`config.mk`:
```
export PLATFORM = sky130hd
export DESIGN_NAME = shift_iter
export DESIGN_NICKNAME = d
export VERILOG_FILES = /design/src/rtl/shift_iter.sv
export SDC_FILE = /design/constraint.sdc
export NUM_CORES = 1
export LEC_CHECK = 0
export ABC_AREA = 1
export BUFFER_PORTS_ARGS = -buffer_cell sky130_fd_sc_hd__buf_2
export CORE_MARGIN = 2
export CORE_UTILIZATION = 40
export DETAILED_ROUTE_END_ITERATION = 12
export MAX_ROUTING_LAYER = met4
export PLACE_DENSITY_LB_ADDON = 0.08
export SLEW_MARGIN = 20
export SYNTH_ARGS = -nofsm -noshare
export SYNTH_HDL_FRONTEND = slang
export SYNTH_SLANG_ARGS = --single-unit
```
`constraint.sdc`:
```
create_clock -name i_clock -period 4.78 [get_ports i_clock]
set_clock_uncertainty 0.2 [all_clocks]
set_input_delay 0.478 -clock i_clock [delete_from_list [all_inputs] [get_ports i_clock]]
set_output_delay 0.478 -clock i_clock [all_outputs]
set_load 0.005 [all_outputs]
```
`src/rtl/shift_iter.sv`:
```
// Iterative barrel-less shifter: SLL/SRL/SRA/ROR performed STEP bits per cycle
// behind a valid/ready handshake on both request and result sides.
module shift_iter #(
  parameter int unsigned WIDTH   = 32,
  parameter int unsigned SHAMT_W = 5,
  parameter int unsigned STEP    = 4
) (
  input  logic               i_clock,
  input  logic               i_reset,
  input  logic               i_in_valid,
  output logic               o_in_ready,
  input  logic [WIDTH-1:0]   i_data_in,
  input  logic [SHAMT_W-1:0] i_shamt,
  input  logic [1:0]         i_mode,
  output logic               o_out_valid,
  input  logic               i_out_ready,
  output logic [WIDTH-1:0]   o_data_out
);

  localparam logic [1:0] S_IDLE  = 2'd0;
  localparam logic [1:0] S_SHIFT = 2'd1;
  localparam logic [1:0] S_DONE  = 2'd2;

  localparam logic [SHAMT_W-1:0] LP_STEP  = SHAMT_W'(STEP);
  localparam logic [SHAMT_W:0]   LP_WIDTH = (SHAMT_W + 1)'(WIDTH);

  logic [1:0]         r_state;
  logic [WIDTH-1:0]   r_work;
  logic [SHAMT_W-1:0] r_rem;
  logic [1:0]         r_mode;

  logic [SHAMT_W-1:0] w_k;
  logic [SHAMT_W:0]   w_lsh;
  logic [WIDTH-1:0]   w_shifted;

  // k is never zero in SHIFT, so the ROR left-shift amount stays below WIDTH.
  always_comb begin
    w_k       = (r_rem < LP_STEP) ? r_rem : LP_STEP;
    w_lsh     = LP_WIDTH - {1'b0, w_k};
    w_shifted = r_work;
    unique case (r_mode)
      2'b00: w_shifted = r_work << w_k;
      2'b01: w_shifted = r_work >> w_k;
      2'b10: w_shifted = $signed(r_work) >>> w_k;
      2'b11: w_shifted = (r_work >> w_k) | (r_work << w_lsh);
    endcase
  end

  always_ff @(posedge i_clock) begin
    if (i_reset) begin
      r_state <= S_IDLE;
      r_work  <= '0;
      r_rem   <= '0;
      r_mode  <= 2'b00;
    end else begin
      case (r_state)
        S_IDLE: begin
          if (i_in_valid) begin
            r_work  <= i_data_in;
            r_rem   <= i_shamt;
            r_mode  <= i_mode;
            r_state <= (i_shamt == '0) ? S_DONE : S_SHIFT;
          end
        end
        S_SHIFT: begin
          r_work <= w_shifted;
          r_rem  <= r_rem - w_k;
          if (r_rem == w_k) r_state <= S_DONE;
        end
        S_DONE: begin
          if (i_out_ready) r_state <= S_IDLE;
        end
        default: r_state <= S_IDLE;
      endcase
    end
  end

  assign o_in_ready  = (r_state == S_IDLE);
  assign o_out_valid = (r_state == S_DONE);
  assign o_data_out  = r_work;

endmodule

```
==> impl_results.md <==
* Status: finished, final reports clean
* H-Tree Depth at 2
* WP buf/inv at 2
* Critical Path RT at between 4 and 5 ns
* Worst Path Arrival at 3.23 ns
* Min Tclk post-route at 3.28 ns
* Fin nets at 1003
* Total power at 4.77 mW
* Crit-path slowest cell: inv_1
* Antenna cells at 0
* #FFs+latches synth at 41
* Die span in x at 116 um
* Dpl ws at 1.56 ns
* Sinks on Clock Net at 41
* CTS clk-pin slew, worst paths at 0.07 ns
* Placed Cells incl. Taps at around 1100
* Vias at ~6300
* Critical path, cell by cell: nor2_8 -> nand2_8 -> nor2_8 -> inv_2 -> ha_1 -> inv_1 -> nand3_1 -> nand3_1 -> nand3_1 -> nand2_1 -> nand2_1 -> nand2_1 -> nand3_1 -> nand2_1 -> a21oi_1
* Worst skew pair latency at 0.30 ns
* CTS Hold Bufs at 0
* Pwr per Cell Area at 871 mW/mm^2
* Crit. path cell count at 15
* Post-CTS Repair Setup Buffers at 0
* Syn nets at 967
* Vias/cell at roughly 5.6
* Post-synth EDFFs at 0
* Final setup vio count at 0
* Buffers on Ports at 76
* Dpl hpwl at 13.8 mm
* Area leader, netlist: nand2_1
* Worst setup EP type: flip-flop
* Drt drc at 0
* CTS tree: yes
* Leakage power at roughly 2.6 nW
* Slew headroom at 38.1%
* Async SR Flop Fraction at 0%
* Mapped Area at roughly 0.0050 sq mm
* Worst-path fanout max at 32
* Max_cap viols at 0
* Hold Crit Depth at 3
* FF-to-FF Start: r_rem[3]
* Cells on worst reg2reg path at 15
* FILL cells at 1415
* Ports at 77
* Clock root buffer: clkbuf_16
* CTS resizes at 0
* Average wire per standard cell at 17.3 um
* HP Class: input port to flip-flop
* Clk buf depth at 2
* Top cells by area, synth: nand2_1, dfxtp_1, nand3_1
* Sequential area share after synthesis at 16.5%
* First-pass GRT wire length at between 30 and 40 mm
* Core ar. at 0.0121 sq mm
* RSZ-0062 raised after global routing: false
* Slowest Stage Delay on Critical Path at 0.51 ns
* Predominant post-synthesis flop cell: dfxtp_1
* GRT Overall Usage at 30.9%
* Drt total wl at 19.5 mm
* Final hold violation count at 0
* GR Layer Usage met3 at 4.81%
* Setup_tns at 0 ns
* Largest net degree at the start of global routing at 56
* Initial Utilization at 41.3%
* Slew Limit Fails at 0
* Grt met1 use at roughly 43%
* Final ANT Viol Nets at 0
* CTS Buf Count at 5
* GRT overflow at 0
* Vias in the first global route at around 6000
* Worst vdd ir at 0.000489 V
* Syn_area_per_cell at 5.41 sq um
* Initial antenna violation count at 0
* Synth Instances at approximately 900
* DIE HEIGHT at 116 um
* Area Growth Syn to Fin at 9.92%
* Worst setup margin at 1.50 ns
* Share of post-route cells with drive strength above 1 at 13.0%
* Critical path type: flip-flop to flip-flop
* Core Rows at 40
* Top cell type's share of synthesized area at between 20% and 30%
* Drt initial violations at approximately 630
* Startpoint Class: flip-flop
* First-pass detailed-route iteration total at 5
* Worst slew pin tran at 0.928 ns
* Count leader, synth: nand2_1
* Synth cell count leaders: nand2_1, nor2_1, nand3_1, o21ai_0, inv_1
* Crit path max-delay family: simple AND/OR/NAND/NOR gates
* Final worst-path cycle share at 68.5%
* Final Wtd Congestion at 0.957
* Synth cell types at 46
* Met2 Usage GRT at 45.0%
* Busiest grt layer: met2
* Die Area at 0.0134 sq mm
* Worst Setup SP: r_rem[3]
* Fmax achieved at 305 MHz
* Worst Min Path Start: i_data_in[0]
* Ys Warns at 0
* Final cell count without fillers at 1126
==> through the flow <==
stage | util, % | hold slack [ns] | cell area (sq um)
after CTS | 45.4 | 0.247 | 5470
after detailed placement | 44.2 | 0.274 | 5330
after global routing | 45.4 | 0.277 | 5470
after global placement | 44.2 | 0.272 | 5330
final | 45.4 | 0.255 | 5470
after floorplan | - | 0.275 | 4980
==> worst reg2reg max path, cell delays in order, from the launching register on <==
cell and delay, ns:
dfxtp_1 0.38, nor2_8 0.36, nand2_8 0.29, nor2_8 0.17, inv_2 0.05, ha_1 0.30, inv_1 0.51, nand3_1 0.21
nand3_1 0.16, nand3_1 0.08, nand2_1 0.08, nand2_1 0.06, nand2_1 0.09, nand3_1 0.08, nand2_1 0.06, a21oi_1 0.05
==> area by class of cell <==
| class | count | area, sq um | share of cell area [%] |
|---|---|---|---|
| tap | 168 | 210 | 3.84 |
| sequential | 41 | 821 | 15.0 |
| clock buffer | 6 | 129 | 2.35 |
| multi-input combinational | 743 | 3550 | 64.8 |
| timing repair buffer | 85 | 448 | 8.18 |
| clock inverter | 2 | 15.0 | 0.274 |
| inverter | 81 | 304 | 5.55 |
==> cells by family after synthesis <==
group	after synthesis	share of synthesized area [%]
AOI/OAI and AO/OA	223	25.2
xor gates and xnor gates	1	0.176
adders and majority gates	3	0.754
buffers and inverters	137	12.3
DFF	41	16.5
muxes	2	0.402
other	2	0.151
and+or+nand+nor	512	44.5
==> path summary, 6_finish.rpt <==
path / endpoint / slack (ns)
max: o_data_out[28] / 1.50
min reg2reg: o_data_out[17] / 0.28
max reg2reg: o_data_out[28] / 1.50
min: o_data_out[0] / 0.26
==> state kept, by name, summed over array words and instances (netlist names) <==
name / cells
o_data_out: 32
r_rem: 5
r_mode: 2
r_state: 2
==> layout by cell type (no fill, tap or decap), types with 3 or more instances in the layout <==
master / count
nand4_1: 13
buf_2: 76
nor2_1: 90
o21ai_0: 73
nor2_2: 3
inv_1: 72
o21ai_1: 32
o31ai_1: 3
clkbuf_16: 5
o211ai_1: 26
o221ai_1: 3
dfxtp_1: 41
ha_1: 3
nor2_8: 4
nand3_1: 74
o22ai_1: 3
inv_2: 9
a31oi_1: 3
nand2_2: 7
buf_4: 9
nand2_1: 309
a21oi_1: 65
==> power breakdown <==
part,internal [mW],switching (mW)
Sequential,0.477,0.195
Combinational,1.11,2.64
Clock,0.194,0.159
Total,1.78,2.99
==> routing by layer <==
layer  wire length, um  share of wire, %
met1              9070                47
met3              1490               7.7
met2              8370                43
met5                 0                 0
met4               539               2.8
(Power assumes the default switching activity.)
